[src/rtl/mips_lsu_if.sv]
// Load/store unit bus: execute-stage request, writeback response, data-memory port, error flag.
// Latency: none, signal bundle only.
// Backpressure: req_ready throttles requests and resp_ready holds responses.
interface mips_lsu_if;
    logic        req_valid;
    logic        req_ready;
    logic        req_is_store;
    logic [1:0]  req_size;
    logic        req_signed;
    logic [31:0] req_addr;
    logic [31:0] req_wdata;
    logic [4:0]  req_rd;

    logic        resp_valid;
    logic        resp_ready;
    logic [31:0] resp_data;
    logic [4:0]  resp_rd;

    logic        err;

    logic [31:0] mem_address;
    logic [31:0] write_data;
    logic [1:0]  byte_number;
    logic        sig_mem_read;
    logic        sig_mem_write;
    logic [31:0] read_data;

    modport slave (
        input  req_valid, req_is_store, req_size, req_signed, req_addr, req_wdata, req_rd,
        output req_ready,
        output resp_valid, resp_data, resp_rd,
        input  resp_ready,
        output err,
        output mem_address, write_data, byte_number, sig_mem_read, sig_mem_write,
        input  read_data
    );

    modport master (
        output req_valid, req_is_store, req_size, req_signed, req_addr, req_wdata, req_rd,
        input  req_ready,
        input  resp_valid, resp_data, resp_rd,
        output resp_ready,
        input  err,
        input  mem_address, write_data, byte_number, sig_mem_read, sig_mem_write,
        output read_data
    );
endinterface

[src/rtl/mips_lsu.sv]
// MIPS load/store unit: one request at a time to a word-addressed data memory; MIPS_LSU_SIGN_EXT_EN adds signed sub-word loads.
// Latency: load response 2 cycles after the accept cycle, store occupies accept + 1 write cycle.
// Backpressure: req_ready only in IDLE; a response is held in RESP until resp_ready.
module mips_lsu #(
    parameter int MEM_WORDS = 256
) (
    input  logic       clk,
    input  logic       rst_n,
    mips_lsu_if.slave  bus
);

    typedef enum logic [1:0] {
        IDLE  = 2'd0,
        READ  = 2'd1,
        WRITE = 2'd2,
        RESP  = 2'd3
    } state_t;

    localparam logic [1:0]  SZ_HALF   = 2'b01;
    localparam logic [1:0]  SZ_BYTE   = 2'b10;
    localparam logic [1:0]  SZ_ILL    = 2'b11;
    localparam logic [31:0] MEM_LIMIT = 32'(MEM_WORDS);

    state_t      state_q, state_d;
    logic [31:0] resp_data_q, resp_data_d;
    logic [4:0]  resp_rd_q, resp_rd_d;
    logic        err_q, err_d;
    logic [31:0] mem_address_q, mem_address_d;
    logic [31:0] write_data_q, write_data_d;
    logic [1:0]  byte_number_q, byte_number_d;
    logic [31:0] load_value;
    logic        accept;
    logic        illegal;

    assign accept  = bus.req_valid && (state_q == IDLE);
    assign illegal = (bus.req_size == SZ_ILL) || (bus.req_addr >= MEM_LIMIT);

`ifdef MIPS_LSU_SIGN_EXT_EN
    logic signed_q, signed_d;

    always_comb begin
        load_value = bus.read_data;
        if (signed_q && (byte_number_q == SZ_HALF)) begin
            load_value = {{16{bus.read_data[15]}}, bus.read_data[15:0]};
        end else if (signed_q && (byte_number_q == SZ_BYTE)) begin
            load_value = {{24{bus.read_data[7]}}, bus.read_data[7:0]};
        end
    end

    always_comb begin
        signed_d = signed_q;
        if (accept && !illegal) begin
            signed_d = bus.req_signed;
        end
    end

    always_ff @(posedge clk or negedge rst_n) begin
        if (!rst_n) begin
            signed_q <= 1'b0;
        end else begin
            signed_q <= signed_d;
        end
    end
`else
    // Memory already zero-extends sub-word reads.
    assign load_value = bus.read_data;
`endif

    always_comb begin
        state_d       = state_q;
        resp_data_d   = resp_data_q;
        resp_rd_d     = resp_rd_q;
        err_d         = err_q;
        mem_address_d = mem_address_q;
        write_data_d  = write_data_q;
        byte_number_d = byte_number_q;

        unique case (state_q)
            IDLE: begin
                if (accept) begin
                    if (!bus.req_is_store) begin
                        resp_rd_d = bus.req_rd;
                    end
                    if (illegal) begin
                        // Illegal loads still answer so writeback is not left waiting.
                        err_d = 1'b1;
                        if (!bus.req_is_store) begin
                            resp_data_d = '0;
                            state_d     = RESP;
                        end
                    end else begin
                        mem_address_d = bus.req_addr;
                        byte_number_d = bus.req_size;
                        if (bus.req_is_store) begin
                            write_data_d = bus.req_wdata;
                            state_d      = WRITE;
                        end else begin
                            state_d = READ;
                        end
                    end
                end
            end
            READ: begin
                resp_data_d = load_value;
                state_d     = RESP;
            end
            WRITE: begin
                state_d = IDLE;
            end
            RESP: begin
                if (bus.resp_ready) begin
                    state_d = IDLE;
                end
            end
            default: begin
                state_d = IDLE;
            end
        endcase
    end

    always_ff @(posedge clk or negedge rst_n) begin
        if (!rst_n) begin
            state_q       <= IDLE;
            resp_data_q   <= '0;
            resp_rd_q     <= '0;
            err_q         <= 1'b0;
            mem_address_q <= '0;
            write_data_q  <= '0;
            byte_number_q <= '0;
        end else begin
            state_q       <= state_d;
            resp_data_q   <= resp_data_d;
            resp_rd_q     <= resp_rd_d;
            err_q         <= err_d;
            mem_address_q <= mem_address_d;
            write_data_q  <= write_data_d;
            byte_number_q <= byte_number_d;
        end
    end

    assign bus.req_ready     = (state_q == IDLE);
    assign bus.resp_valid    = (state_q == RESP);
    assign bus.resp_data     = resp_data_q;
    assign bus.resp_rd       = resp_rd_q;
    assign bus.err           = err_q;
    assign bus.mem_address   = mem_address_q;
    assign bus.write_data    = write_data_q;
    assign bus.byte_number   = byte_number_q;
    assign bus.sig_mem_read  = (state_q == READ);
    assign bus.sig_mem_write = (state_q == WRITE);

endmodule

[src/flat_wrapper.sv]
// flat-port wrapper written by rule: the top's interface ports become plain ports
module mips_lsu_flat 
#(
    parameter int MEM_WORDS = 256
)
  (clk, rst_n, bus_req_valid, bus_req_is_store, bus_req_size, bus_req_signed, bus_req_addr, bus_req_wdata, bus_req_rd, bus_req_ready, bus_resp_valid, bus_resp_data, bus_resp_rd, bus_resp_ready, bus_err, bus_mem_address, bus_write_data, bus_byte_number, bus_sig_mem_read, bus_sig_mem_write, bus_read_data);
  mips_lsu_if bus_i ();
  input  logic clk;
  input  logic rst_n;
  input wire logic [$bits(bus_i.req_valid)-1:0] bus_req_valid;
  input wire logic [$bits(bus_i.req_is_store)-1:0] bus_req_is_store;
  input wire logic [$bits(bus_i.req_size)-1:0] bus_req_size;
  input wire logic [$bits(bus_i.req_signed)-1:0] bus_req_signed;
  input wire logic [$bits(bus_i.req_addr)-1:0] bus_req_addr;
  input wire logic [$bits(bus_i.req_wdata)-1:0] bus_req_wdata;
  input wire logic [$bits(bus_i.req_rd)-1:0] bus_req_rd;
  output wire logic [$bits(bus_i.req_ready)-1:0] bus_req_ready;
  output wire logic [$bits(bus_i.resp_valid)-1:0] bus_resp_valid;
  output wire logic [$bits(bus_i.resp_data)-1:0] bus_resp_data;
  output wire logic [$bits(bus_i.resp_rd)-1:0] bus_resp_rd;
  input wire logic [$bits(bus_i.resp_ready)-1:0] bus_resp_ready;
  output wire logic [$bits(bus_i.err)-1:0] bus_err;
  output wire logic [$bits(bus_i.mem_address)-1:0] bus_mem_address;
  output wire logic [$bits(bus_i.write_data)-1:0] bus_write_data;
  output wire logic [$bits(bus_i.byte_number)-1:0] bus_byte_number;
  output wire logic [$bits(bus_i.sig_mem_read)-1:0] bus_sig_mem_read;
  output wire logic [$bits(bus_i.sig_mem_write)-1:0] bus_sig_mem_write;
  input wire logic [$bits(bus_i.read_data)-1:0] bus_read_data;
  assign bus_i.req_valid = bus_req_valid;
  assign bus_i.req_is_store = bus_req_is_store;
  assign bus_i.req_size = bus_req_size;
  assign bus_i.req_signed = bus_req_signed;
  assign bus_i.req_addr = bus_req_addr;
  assign bus_i.req_wdata = bus_req_wdata;
  assign bus_i.req_rd = bus_req_rd;
  assign bus_req_ready = bus_i.req_ready;
  assign bus_resp_valid = bus_i.resp_valid;
  assign bus_resp_data = bus_i.resp_data;
  assign bus_resp_rd = bus_i.resp_rd;
  assign bus_i.resp_ready = bus_resp_ready;
  assign bus_err = bus_i.err;
  assign bus_mem_address = bus_i.mem_address;
  assign bus_write_data = bus_i.write_data;
  assign bus_byte_number = bus_i.byte_number;
  assign bus_sig_mem_read = bus_i.sig_mem_read;
  assign bus_sig_mem_write = bus_i.sig_mem_write;
  assign bus_i.read_data = bus_read_data;
  mips_lsu #(.MEM_WORDS(MEM_WORDS)) u_core (.clk(clk), .rst_n(rst_n), .bus(bus_i));
endmodule
[config.mk]
export PLATFORM = sky130hd
export DESIGN_NAME = mips_lsu_flat
export DESIGN_NICKNAME = d
export VERILOG_FILES = /design/src/rtl/mips_lsu_if.sv /design/src/rtl/mips_lsu.sv /design/src/flat_wrapper.sv
export SDC_FILE = /design/constraint.sdc
export NUM_CORES = 1
export LEC_CHECK = 0
export CORE_MARGIN = 2
export CORE_UTILIZATION = 41
export CTS_BUF_LIST = sky130_fd_sc_hd__clkbuf_8 sky130_fd_sc_hd__clkbuf_16
export CTS_CLUSTER_SIZE = 16
export DETAILED_ROUTE_END_ITERATION = 10
export PLACE_DENSITY = 0.85
export SYNTH_ARGS = -nofsm -noshare
export SYNTH_HDL_FRONTEND = slang
export SYNTH_SLANG_ARGS = --single-unit
[constraint.sdc]
create_clock -name clk -period 2 [get_ports clk]
set_input_delay 0.4 -clock clk [delete_from_list [all_inputs] [get_ports clk]]
set_output_delay 0.4 -clock clk [all_outputs]
set_load 0.01 [all_outputs]
==> results.yml, run 1 <==
logic_synthesis:
  synthTopCellsByArea: "dfrtp_1 (60%), mux2_4 (10%), a22oi_1 (5.4%)"
  yosysMostFrequentCell: "dfrtp_1"
  ys_seq_elements: 106
  synth_nets: 433
  synth.top_cell.area_share_pct: 59.7
  syn_area_per_cell_sq_um: 13.7
  ys_warn_count: 0
  synth_edf_count: 0
  synth_commonest_cells: "dfrtp_1 (106), a22oi_1 (32), nand2b_1 (32), o21ai_0 (32), mux2_4 (30)"
  synth_cell_types: 30
  seq_area_frac_synth_pct: 59.7
  ys.flop_type: "dfrtp_1"
  syn_inst: 324
  synthArstFlopShare_pct: 100
  synthesis.area_sq_um: 4440
  yosys.area.top_type: "dfrtp_1"
job:
  cap_violations: 0
critical_path:
  critPathKind: "in2reg"
  arrival_ps: 2210
  cp-start-kind: "input pin"
  reg2reg_slack_ps: 190
  required_ps: 2250
  crit_start: "bus_req_addr[13]"
  path_buf_inv: 3
  cpMaxStageDelayCell: "clkdlybuf4s50_1"
  r2r_end: "u_core.bus.mem_address[5]$_DFFE_PN0P_"
  reg2reg_depth: 6
  cp_num_cells: 7
  crit_chain: "clkdlybuf4s50_1 -> nor4_4 -> nand4_4 -> nor4_4 -> buf_4 -> clkbuf_16 -> mux2_4"
  critPathCaptureType: "flip-flop"
  worstPathMaxFanout: 16
  max_stage_delay_ps: 440
  cp_common_cell: "nor4_4"
  r2r-start: "u_core.state_q[0]$_DFFE_PN0P_"
  crit_family: "buffers and inverters"
  crit_path_end: "u_core.bus.write_data[29]$_DFFE_PN0P_"
clocking:
  cts.clk_slew.worst_paths_ps: 100
  cts_buffer_depth: 2
  htreeDepth: 3
  cts_buffers: 9
  clk-insertion-delay-late_ps: 360
  clock_sinks: 106
  cts_root_buffer: "clkbuf_8"
  cts_tree: "built"
die:
  rows: 38
  initial_core_util_pct: 41.5
  die_h_um: 108
  io_pins: 217
  dieArea_sq_um: 11700
  dieWidth_um: 108
  core_region_area_sq_um: 10700
finish:
  fill_cells: 814
  nNetsFinal: 669
  register_area_sq_um: 2650
  drive_gt1_share_pct: 18.8
  multi_input_comb_area_sq_um: 1700
  syn2layout_area_growth_pct: 62.9
  design_area_sq_um: 7240
detailed_routing:
  drt_first_pass_iters: 4
  initialDrtViolationCount: 170
  drt_wl_total_um: 12900
  vias: 3541
  drt-wirelength-per-cell_um: 18.3
  drc: 0
  ant_nets: 0
  routed_via_density: 5.02
timing:
  setup_viol: 0
  slew_violations: 0
  timing.slew.headroom_pct: 75.8
  worst_pin_slew_ps: 354
  finClkSkew_ps: 13.7
  fmax_mhz: 511
  hold_viol: 0
  fin_crit_ps: 1960
  period_share_pct: 97.9
  hold_ws_ps: 477
global_routing:
  met3_usage_pct: 5.24
  met2_usage_pct: 38.4
  grt_overflow: 0
  first_global_vias: 3815
  grtUsageTotal_pct: 22.2
  grt_first_pass_wirelength_um: 19900
  met1_usage_pct: 26.9
  grt_max_degree: 59
  antenna_found_initial: 1
  grt.busiest_layer: "met2"
status:
  status: "complete, no violations"
power_and_ir_drop:
  p_total_w: 0.00685
  leakagePower_nw: 3.23
  powerDensity_nw_per_um2: 947
  ir_worst_vdd_mv: 0.585
placed_design:
  place_area_sq_um: 6910
  dp_hpwl_um: 9310
  portBuffers: 215
  place_congestion: 0.814
min_path:
  hold_class: "reg2reg"
-- cell families after synthesis --
kind of cell / count (synthesis) / share of synthesized area [%]
buffers and inverters: 23 / 2.73
AO/OA/AOI/OAI: 71 / 10.1
flip-flops: 106 / 59.7
AND/OR/NAND/NOR: 77 / 13.0
multiplexers: 47 / 14.5
-- cell type report --
| cell class | count | share of cell area (%) |
|---|---|---|
| clock inverter | 5 | 1.07 |
| timing repair buffer | 246 | 34.1 |
| inverter | 2 | 0.104 |
| antenna | 1 | 0.0346 |
| sequential | 106 | 36.7 |
| clock buffer | 11 | 2.09 |
| multi-input combinational | 195 | 23.5 |
| tap | 140 | 2.42 |
-- cell usage in the layout, fill, tap and decap left out, types with 6 or more instances in the layout --
| master | netlist | final |
|---|---|---|
| buf_4 | 0 | 23 |
| a22oi_1 | 32 | 32 |
| dlymetal6s2s_1 | 0 | 6 |
| nand2b_1 | 32 | 32 |
| o21ai_0 | 32 | 32 |
| mux2_4 | 30 | 30 |
| mux2_2 | 17 | 17 |
| nor4_4 | 4 | 7 |
| clkdlybuf4s50_1 | 0 | 192 |
| dfrtp_1 | 106 | 106 |
| dlygate4sd2_1 | 0 | 16 |
| nor2b_1 | 25 | 24 |
| clkbuf_8 | 0 | 11 |
-- state kept, by name, summed over array words and instances, names as in the netlist --
signal,count
u_core.bus.mem_address,32
u_core.bus.resp_data,32
u_core.bus.write_data,32
u_core.bus.resp_rd,5
u_core.bus.byte_number,2
u_core.state_q,2
u_core.bus.err,1
-- power by group --
part / switching (W) / total (W) / internal (W)
Sequential: 0.000307 / 0.00285 / 0.00254
Clock: 0.000719 / 0.00149 / 0.000771
Combinational: 0.00113 / 0.00252 / 0.00139
Total: 0.00215 / 0.00685 / 0.00470
-- worst min-delay path by stage --
| stage | start | slack, ps | end | depth (start not counted) |
|---|---|---|---|---|
| floorplan | rst_n | 100 | u_core.bus.byte_number[0]$_DFFE_PN0P_ | 0 |
| global placement | rst_n | 300 | u_core.bus.resp_data[23]$_DFFE_PN0P_ | 1 |
| detailed placement | rst_n | 310 | u_core.bus.resp_data[23]$_DFFE_PN0P_ | 1 |
| CTS | rst_n | 460 | u_core.bus.resp_data[23]$_DFFE_PN0P_ | 2 |
| global route | rst_n | 490 | u_core.bus.resp_data[22]$_DFFE_PN0P_ | 2 |
| finish | u_core.bus.err$_DFFE_PN0P_ | 480 | u_core.bus.err$_DFFE_PN0P_ | 1 |
-- per-stage QoR --
step / setup slack, ps / TNS [ps] / std cells / util, %
CTS: -9.06 / -23.4 / 704 / 67.4
global placement: -422 / -27360 / 682 / 64.5
detailed placement: -459 / -33660 / 682 / 64.5
finish: 42.9 / 0 / 706 / 67.6
floorplan: 17.9 / 0 / 324 / -
global route: -5.12 / -9.87 / 706 / 67.6
-- routing by layer --
metal	wire length [um]	part of all wire [%]
met2	6560	51
met1	5260	41
met5	0	0
met3	916	7.1
met4	195	1.5
-- timing repair --
action / 4_1_cts / 5_1_grt
endpoints found under the hold margin: 19 / 0
setup endpoints to repair: 42 / 59
pin swaps: 9 / 6
resized for setup: 18 / 9
hold buffers: 1 / 0
gates cloned: 2 / 0
setup buffers: 3 / 1
No activity file was read; power rests on OpenSTA's default activity.
==> inputs of run 2 (changes only) <==
Settings changed: CORE_UTILIZATION 41 to 40, PLACE_DENSITY 0.85 to 0.83.
==> run 2 against run 1 <==
Effect of this change: maximum frequency shrank 0.46%; count of clock-buffer cells in the layout down 1; final area is 0.19% lower; largest power group unchanged; sequential share of layout area up 0.087 points; largest cell class unchanged; sequential power barely moved; clock skew shrank 5.1 ps; global-route usage shrank 1.4 points; first-iteration DRC count is 2.9% lower; critical path depth is the same; critical path type unchanged; wire length decreased by 2.4%.
==> results.yml, run 2 (synthesized netlist as in run 1, its figures left out) <==
timing:
  hold_viol: 0
  grt_setup_unrepaired: "no"
  finClkSkew_ps: 8.68
  period_share_pct: 98.3
  worst_pin_slew_ps: 437
  timing.slew.headroom_pct: 70.9
  fmax_mhz: 509
  setup_viol: 0
  slew_violations: 0
  fin_crit_ps: 1970
  fin_setup_tns_ps: 0
placed_design:
  portBuffers: 215
  place_congestion: 0.775
  dp_hpwl_um: 9220
finish:
  layout_common_cells: "clkdlybuf4s50_1 (190), dfrtp_1 (105)"
  syn2layout_area_growth_pct: 62.6
  n_antenna_cell: 0
  mostFrequentLayoutCell: "clkdlybuf4s50_1"
  nNetsFinal: 666
  drive_gt1_share_pct: 18.3
global_routing:
  antenna_found_initial: 0
  grtUsageTotal_pct: 20.8
  grt_max_degree: 44
  grt_first_pass_wirelength_um: 19000
  grt_overflow: 0
  first_global_vias: 3692
die:
  die_h_um: 109
  rows: 38
  dieArea_sq_um: 12000
  core_region_area_sq_um: 10800
  dieWidth_um: 109
  io_pins: 217
  initial_core_util_pct: 41.0
detailed_routing:
  drc: 0
  ant_nets: 0
  vias: 3486
  drt-wirelength-per-cell_um: 18.0
  initialDrtViolationCount: 165
  drt_wl_total_um: 12600
  routed_via_density: 4.97
  drt_first_pass_iters: 4
power_and_ir_drop:
  p_total_w: 0.00657
  ir_worst_vdd_mv: 0.728
  leakagePower_nw: 3.26
  powerDensity_nw_per_um2: 909
clocking:
  cts_tree: "built"
  cts_root_buffer: "clkbuf_8"
  cts_buffers: 9
  htreeDepth: 3
  cts.clk_slew.worst_paths_ps: 110
  clock_sinks: 106
  clk-insertion-delay-late_ps: 360
  cts_buffer_depth: 2
critical_path:
  cp-start-kind: "input pin"
  critPathKind: "in2reg"
  critPathCaptureType: "flip-flop"
  worstPathMaxFanout: 16
  required_ps: 2250
  arrival_ps: 2220
status:
  status: "complete, no violations"
min_path:
  hold_class: "reg2reg"
job:
  cap_violations: 0
-- run 2: path summary, 6_finish.rpt --
kind / startpoint / end / slack [ps] / cells past startpoint
setup / recovery: bus_req_addr[22] / u_core.bus.write_data[3]$_DFFE_PN0P_ / 30 / 7
hold / removal: u_core.bus.err$_DFFE_PN0P_ / u_core.bus.err$_DFFE_PN0P_ / 480 / 1
setup reg to reg: u_core.state_q[1]$_DFFE_PN0P_ / u_core.bus.write_data[3]$_DFFE_PN0P_ / 210 / 6
hold reg to reg: u_core.bus.err$_DFFE_PN0P_ / u_core.bus.err$_DFFE_PN0P_ / 480 / 1
max in group asynchronous: rst_n / u_core.state_q[1]$_DFFE_PN0P_ / 870 / 3
min in group asynchronous: rst_n / u_core.bus.resp_data[16]$_DFFE_PN0P_ / 520 / 2
-- run 2: final cells by class --
| class | count | area (sq um) |
|---|---|---|
| clock buffers | 10 | 138 |
| well taps | 140 | 175 |
| multi-input cells | 195 | 1710 |
| flip-flops and latches | 106 | 2650 |
| inverters | 2 | 7.51 |
| fillers | 812 | 3620 |
| clock inverters | 6 | 41.3 |
| repair buffers | 243 | 2500 |
-- run 2: where the power goes --
part / total, W / switching (W) / internal (W)
Combinational: 0.00248 / 0.00110 / 0.00139
Sequential: 0.00286 / 0.000320 / 0.00254
Clock: 0.00122 / 0.000729 / 0.000491
Total: 0.00657 / 0.00215 / 0.00442
-- run 2: routing by layer --
metal	vias up	GRT usage (%)	routed length (um)
li1	1612	-	-
met1	1725	24.0	4820
met2	129	35.3	6440
met3	20	7.88	1060
met4	0	7.59	310
met5	-	0	0
-- run 2: per-stage QoR --
stage	hold WS [ps]	utilization [%]	setup slack (ps)	instance area (sq um)	std cells
6_report	481	66.6	33.9	7220	702
3_5_place_dp	368	63.7	-455	6900	678
5_1_grt	526	66.6	1.20	7220	702
3_3_place_gp	376	63.7	-424	6900	678
4_1_cts	490	65.8	-29.9	7130	698
2_1_floorplan	104	-	17.9	4470	324
-- run 2: worst max-delay path, cell delays in order --
cell and delay (ps):
dlygate4sd2_1 260, nor4_4 350, nand4_4 170, nor4_4 330, buf_4 200, buf_12 180
mux2_4 320
-- run 2: what timing repair did --
item,CTS,global route
hold buffers,1,0
setup endpoints to repair,45,42
gates cloned,1,2
gates resized for setup,14,19
endpoints found under the hold margin,31,0
buffers inserted,2,2
pin swaps,1,9
